===== src/rtl/mem_arb_pkg.sv =====
// Shared types and constants for the CPU/DMA memory arbiter.
package mem_arb_pkg;

    typedef enum logic [1:0] {
        IDLE    = 2'd0,
        CPU_ACC = 2'd1,
        DMA_ACC = 2'd2,
        RESP    = 2'd3
    } arbStateT;

    typedef enum logic {
        GRANT_CPU = 1'b0,
        GRANT_DMA = 1'b1
    } grantT;

    localparam int          TIMEOUT_DEFAULT = 255;
    localparam logic [31:0] ERR_DATA        = 32'hDEADBEEF;

endpackage


===== src/rtl/arb_rr2.sv =====
// Two-input round-robin picker: on a tie the port not served last wins.
module arb_rr2 (
    input  logic       req0,
    input  logic       req1,
    input  logic       lastGrant,
    output logic [1:0] grant
);

    always_comb begin
        // NOTE: every comb output gets a default first so no path leaves it unassigned (no latch).
        grant = 2'b00;
        if (req0 && req1) begin
            grant = lastGrant ? 2'b01 : 2'b10;
        end else begin
            grant = {req1, req0};
        end
    end

endmodule


===== src/rtl/mem_arbiter.sv =====
// Arbitrates a CPU port and a read-only DMA port onto one memory, with a
// per-access timeout that aborts to an error response.
module mem_arbiter
    import mem_arb_pkg::*;
#(
    parameter int ADDR_W  = 15,
    parameter int DATA_W  = 32,
    parameter int TIMEOUT = TIMEOUT_DEFAULT
) (
    input  logic              clk,
    input  logic              rst,
    input  logic              cpu_read,
    input  logic              cpu_write,
    input  logic              cpu_half,
    input  logic [ADDR_W-1:0] cpu_addr,
    input  logic [DATA_W-1:0] cpu_wdata,
    output logic [DATA_W-1:0] cpu_rdata,
    output logic              cpu_ok,
    input  logic              dma_req,
    input  logic [ADDR_W-1:0] dma_addr,
    output logic [DATA_W-1:0] dma_rdata,
    output logic              dma_ok,
    output logic              mem_en,
    output logic              mem_we,
    output logic              mem_half,
    output logic [ADDR_W-1:0] mem_addr,
    output logic [DATA_W-1:0] mem_wdata,
    input  logic [DATA_W-1:0] mem_rdata,
    input  logic              mem_done,
    output logic              timeout_err
);

    arbStateT   state, nextState;
    grantT      lastGrant;
    logic [1:0] grant;
    logic [7:0] timeoutCnt;
    logic       cpuReq, inAcc, accDone, accAbort;

    assign cpuReq   = cpu_read | cpu_write;
    assign inAcc    = (state == CPU_ACC) || (state == DMA_ACC);
    assign accDone  = inAcc && mem_done;
    assign accAbort = inAcc && !mem_done && (timeoutCnt == 8'(TIMEOUT - 1));

    arb_rr2 u_rr (
        .req0      (cpuReq),
        .req1      (dma_req),
        .lastGrant (lastGrant == GRANT_DMA),
        .grant     (grant)
    );

    always_ff @(posedge clk or posedge rst) begin
        // NOTE: state is assigned with <= so every flop samples pre-edge values.
        if (rst) state <= IDLE;
        else     state <= nextState;
    end

    always_comb begin
        nextState = state;
        case (state)
            IDLE: begin
                if (grant[0])      nextState = CPU_ACC;
                else if (grant[1]) nextState = DMA_ACC;
            end
            CPU_ACC, DMA_ACC: begin
                if (accDone || accAbort) nextState = RESP;
            end
            RESP:    nextState = IDLE;
            default: nextState = IDLE;
        endcase
    end

    always_comb begin
        cpu_ok = (state == RESP) && (lastGrant == GRANT_CPU);
        dma_ok = (state == RESP) && (lastGrant == GRANT_DMA);
    end

    // Memory-side strobes, the latched access and the response data.
    always_ff @(posedge clk or posedge rst) begin
        if (rst) begin
            lastGrant   <= GRANT_DMA;
            mem_en      <= 1'b0;
            mem_we      <= 1'b0;
            mem_half    <= 1'b0;
            mem_addr    <= '0;
            mem_wdata   <= '0;
            timeoutCnt  <= '0;
            cpu_rdata   <= '0;
            dma_rdata   <= '0;
            timeout_err <= 1'b0;
        end else begin
            mem_en     <= (nextState == CPU_ACC) || (nextState == DMA_ACC);
            timeoutCnt <= inAcc ? timeoutCnt + 8'd1 : 8'd0;
            if (accAbort) timeout_err <= 1'b1;

            if (state == IDLE && grant[0]) begin
                lastGrant <= GRANT_CPU;
                mem_we    <= cpu_write;
                mem_half  <= cpu_half;
                mem_addr  <= cpu_addr;
                mem_wdata <= cpu_wdata;
            end else if (state == IDLE && grant[1]) begin
                lastGrant <= GRANT_DMA;
                mem_we    <= 1'b0;
                mem_half  <= 1'b0;
                mem_addr  <= dma_addr;
                mem_wdata <= '0;
            end

            if (accDone || accAbort) begin
                if (state == CPU_ACC) cpu_rdata <= accDone ? mem_rdata : DATA_W'(ERR_DATA);
                else                  dma_rdata <= accDone ? mem_rdata : DATA_W'(ERR_DATA);
            end
        end
    end

endmodule


===== config.mk =====
export PLATFORM = sky130hd
export DESIGN_NAME = mem_arbiter
export DESIGN_NICKNAME = d
export VERILOG_FILES = /design/src/rtl/mem_arb_pkg.sv /design/src/rtl/arb_rr2.sv /design/src/rtl/mem_arbiter.sv
export SDC_FILE = /design/constraint.sdc
export NUM_CORES = 1
export LEC_CHECK = 0
export ABC_AREA = 1
export BUFFER_PORTS_ARGS = -buffer_cell sky130_fd_sc_hd__buf_2
export CORE_MARGIN = 2
export CORE_UTILIZATION = 52
export CTS_CLUSTER_DIAMETER = 80
export DETAILED_ROUTE_END_ITERATION = 10
export GPL_ROUTABILITY_DRIVEN = 0
export PLACE_DENSITY = 0.85
export SYNTH_ARGS = -nofsm -noshare
export SYNTH_HDL_FRONTEND = slang
export SYNTH_SLANG_ARGS = --single-unit

===== constraint.sdc =====
create_clock -name clk -period 9.6 [get_ports clk]
set_clock_uncertainty 0.15 [all_clocks]
set_input_delay 0.48 -clock clk [delete_from_list [all_inputs] [get_ports clk]]
set_output_delay 0.48 -clock clk [all_outputs]
set_load 0.05 [all_outputs]

==> After elaboration in Yosys (flattened, before gate mapping) <==
Cells that the tools add are included.
Widths: inputs -> output; s select.
{ "classes": {"addsub": 1, "eq_ne": 6, "muxes": 17, "bitwise_logic": 3, "reduce_logical": 17} }
{ "ops": {"columns": ["operator", "n"], "rows": [
  ["$mux 32", 3],
  ["$mux 15", 2],
  ["$mux 2", 5],
  ["$add 8x1->8 const B", 1],
  ["$eq 8x8->1 const B", 1],
  ["$logic_and 1x1->1", 8],
  ["$mux 8", 1],
  ["$eq 2x2->1 const B", 3],
  ["$pmux 2 s3", 1],
  ["$mux 1", 5],
  ["$eq 2x1->1 const B", 2],
  ["$reduce_and 2->1", 2],
  ["$logic_or 1x1->1", 3],
  ["$logic_not 2->1", 1],
  ["$not 1->1", 2],
  ["$reduce_bool 2->1", 1],
  ["$reduce_or 2->1", 1],
  ["$logic_not 1->1", 1],
  ["$or 1x1->1", 1]
]} }
{ "totals": {"reg_bits": 126, "in_bits": 101, "output_inout_bits": 117, "elab_cells": 55} }

==> Logic depth before layout (Yosys ltp) <==
{ "depth": {"depth_word": 9, "ltp_mapped": 11, "mapped_depth_nobuf": 10} }

==> By module <==
Synthesis repeated with hierarchy kept, for this count alone.
{ "hier_totals": {"cells_unflattened": 495, "area_unflattened_um2": 5172.5} }
{ "by_module_without_submodules": {"columns": ["mod", "instances", "cells_each", "area_per_inst_um2", "seq_area_each_um2"], "rows": [
  ["mem_arbiter", 1, 490, 5151.2, 3154.3],
  ["arb_rr2", 1, 5, 21.3, 0.0]
]} }

==> Worst setup path after synthesis <==
OpenSTA, ideal clock, no wires.
{ "synth_timing": {"path_kind": "register -> output", "startpoint": "register state[0]", "endpoint": "output cpu_ok", "arrival_ns": 1.211, "required_time_ns": 8.970, "setup_slack_ns": 7.759, "path_stages_with_launch": 4, "n_path_buf": 0, "cell_sequence": "dfrtp_1 > ha_1 > inv_1 > nor2_1"} }
{ "synth_between": {"elab_chain_cells": 2} }
{ "synth_rtl": {"columns": ["element", "line", "text"], "rows": [
  ["start, declared", "mem_arbiter.sv:33", "arbStateT state, nextState;"],
  ["start signal, assigned", "mem_arbiter.sv:54", "else state <= nextState;"],
  ["$eq 2x2->1", "mem_arbiter.sv:73", "cpu_ok = (state == RESP) && (lastGrant == GRANT_CPU);"],
  ["$logic_and 1x1->1", "mem_arbiter.sv:73", null],
  ["end, declared", "mem_arbiter.sv:18", "output logic cpu_ok,"]
]} }
No other way between the ends.

==> Worst setup path in the final report <==
{ "layout_timing": {"startpoint": "register state[0]", "endpoint": "register dma_rdata[19]"} }
{ "layout_between": {"elab_chain_cells": 6, "elab_cells_between_ends": 10, "classes_between": "eq/ne: 2; mux: 1; bitwise: 1; reduce/logical: 6"} }
{ "layout_rtl": {"columns": ["element", "line", "text"], "rows": [
  ["$eq 2x1->1 / $eq 2x2->1 (equally long branches)", "mem_arbiter.sv:40, mem_arbiter.sv:110", null],
  ["$logic_or 1x1->1", "mem_arbiter.sv:40", "assign inAcc = (state == CPU_ACC) || (state == DMA_ACC);"],
  ["$logic_and 1x1->1 (2 in series)", "mem_arbiter.sv:42", "assign accAbort = inAcc && !mem_done && (timeoutCnt == 8'(TIMEOUT - 1));"],
  ["$logic_or 1x1->1", "mem_arbiter.sv:109", "if (accDone || accAbort) begin"],
  ["$reduce_and 2->1 (no line)", null, null],
  ["end signal, assigned", "mem_arbiter.sv:111", "else dma_rdata <= accDone ? mem_rdata : DATA_W'(ERR_DATA);"],
  ["end, declared", "mem_arbiter.sv:21", "output logic [DATA_W-1:0] dma_rdata,"]
]} }
Parallel ways exist; a longest one is shown, timed or not.
A chain may end at the register's enable or synchronous reset.

==> flow_summary.yaml <==
status:
  status: "completed"
critical_path:
  worst-path-buf-inv: 1
  crit_path_max_incr_delay_ns: 0.86
  crit_fanout: 56
  cp.required_ns: 9.87
  cp-start-kind: "register"
  path_cells: "inv_1 > ha_1 > nand2_2 > nand2_2 > nand2_2 > nand2_1 > o21ai_1"
  cp_slowest_cell: "nand2_2"
  reg2reg_slack_ns: 6.68
  cp_common_cell: "nand2_2"
  crit_type: "reg2reg"
  crit_path_end_kind: "register"
  cp_data_arrival_time_ns: 3.19
  critPathTopFamily: "simple AND/OR/NAND/NOR gates"
route:
  initialDrtViolationCount: 306
  vias_per_cell: 5.04
  first_pass_iters: 4
  vias: 4660
  avgRoutedWirePerCell_um: 14.6
  ant_nets: 0
  routed_wl_um: 13500
  drc_errors: 0
yosys:
  syn_area_sq_um: 5310
  avgSynthCellArea_sq_um: 9.48
  synth_top_area_share_pct: 58.9
  syn_inst: 560
  synth.area.top_cells: "dfrtp_1, nand2_1, o21ai_0, o21ai_2, inv_1"
  ys_seq_area_share_pct: 59.4
  ys_ff_latch: 126
  synth.distinct_cells: 26
  synth_fp_nets: 666
  synth_warnings: 0
  synth_top_cell_by_area: "dfrtp_1"
clocking:
  path_clk_slew_ns: 0.06
  cts_tree: "built"
  cts_buffers: 17
  clock_sinks: 126
  cts_resized: 0
  htree_levels: 4
  clockRootBuffer: "clkbuf_8"
  cts_buffer_depth: 2
  insertion_delay_ns: 0.51
global_route:
  busiest_layer: "met2"
  grt_pass1_wl_um: 22200
  grt_use_met1_pct: 31.7
  grt_overflow_total: 0
  use_met3_pct: 6.92
  grt_usage_pct: 25.4
  grt_max_degree: 67
  use_met2_pct: 42.2
  grt_pass1_vias: 4615
  antenna_found_initial: 0
cells_and_area:
  final_net_count: 884
  ff_latch_area_sq_um: 3150
  final_common_cell: "buf_2"
  drive_gt1_share_pct: 36.8
  antenna_cells: 0
  final_cell_mix: "buf_2, nand2_1, dfrtp_1"
  design_area_sq_um: 7080
  multiInputGateArea_sq_um: 1700
  area_delta_synth_final_pct: 33.3
  n_fill_cell: 723
sta:
  finalSetupViolCount: 0
  fmax_ghz: 0.342
  slew_violations: 0
  rsz0062_at_grt: "no"
  hold_viol: 0
  period_share_pct: 30.4
  relSlewSlack_pct: 22.4
  tns_ns: 0
  min_period_ns: 2.92
  worstMarginPinSlew_ns: 1.16
min_path:
  hold_path.class: "in2reg"
floorplanning:
  die-height_um: 105
  dieWidth_um: 105
  rows: 36
  io_pins: 218
  start_util_pct: 53.8
  core-area_sq_um: 9860
  dieArea_sq_um: 11000
placed_design:
  port_buffers: 217
  dp_hpwl_um: 9290
  post_dp_cell_area_sq_um: 6390
flow_run:
  drv_cap: 0
## synthesized netlist by cell type, drive strengths merged
library cell,count
a21boi,1
a21oi,6
a31oi,1
buf,19
clkbuf,8
dfrtp,125
dfstp,1
ha,5
inv,69
nand2,133
nand3,4
nor2,35
nor3,1
nor3b,1
o21a,15
o21ai,135
xor2,1
## cells by family (layout without fill, tap and decap cells)
family	Yosys count	after routing	synth area share, %
buffers and inverters	96	327	8.48
flip-flops	126	126	59.4
XOR/XNOR	1	1	0.165
adder cells (fa/ha/maj)	5	5	1.18
AND/OR/NAND/NOR	174	174	12.8
AO/OA/AOI/OAI	158	158	17.9
## worst reg2reg max path: stages, from the launching register on
cell and delay, ns:
dfrtp_1 0.41, inv_1 0.08, ha_1 0.38, nand2_2 0.49, nand2_2 0.15, nand2_2 0.86
nand2_1 0.17, o21ai_1 0.13
## final cells by class
cell class                 instances  area share [%]
sequential                       126            44.6
inverter                          69            3.69
clock inverter                    13            2.67
multi-input combinational        338            24.1
tap                              133            2.35
clock buffer                      19            6.10
timing repair buffer             226            16.5
## sequential cells by signal, summed over array words and instances, names as in the netlist
register     count
cpu_rdata       32
dma_rdata       32
lastGrant        1
mem_addr        15
mem_en           1
mem_half         1
mem_wdata       32
mem_we           1
state            2
timeoutCnt       8
timeout_err      1
## metrics by stage
stage / worst slack [ns] / cells / util (%) / hold slack (ns)
6_report: 6.68 / 924 / 71.8 / 0.0253
5_1_grt: 6.43 / 924 / 71.8 / 0.0139
4_1_cts: 6.70 / 924 / 71.8 / 0.000699
3_5_place_dp: 6.74 / 885 / 64.8 / 0.312
3_3_place_gp: 6.88 / 885 / 64.8 / 0.310
2_1_floorplan: 5.62 / 560 / - / 0.303
## what timing repair did
| item | in CTS | in global routing |
|---|---|---|
| hold buffers | 7 | 0 |
| endpoints found under the hold margin | 66 | 0 |
| endpoints found under the setup margin | 0 | 0 |
| buffers inserted | 0 | 0 |
## final timing paths
kind,from,end,cells after the start
min in group asynchronous,rst,cpu_rdata[24],3
min,cpu_wdata[8],mem_wdata[8],3
max reg2reg,state[0],dma_rdata[19],7
max,state[0],dma_rdata[19],7
min reg2reg,cpu_rdata[10],cpu_rdata[10],2
max in group asynchronous,rst,mem_wdata[18],4
## layer usage
metal	share of wire, %	vias up
met5	0	-
met4	1.9	0
met3	8.6	21
met2	50	235
met1	40	2176
li1	-	2228
Power is not shown: default switching activity piles up to over one toggle a cycle in this logic, so the estimate is an artifact.
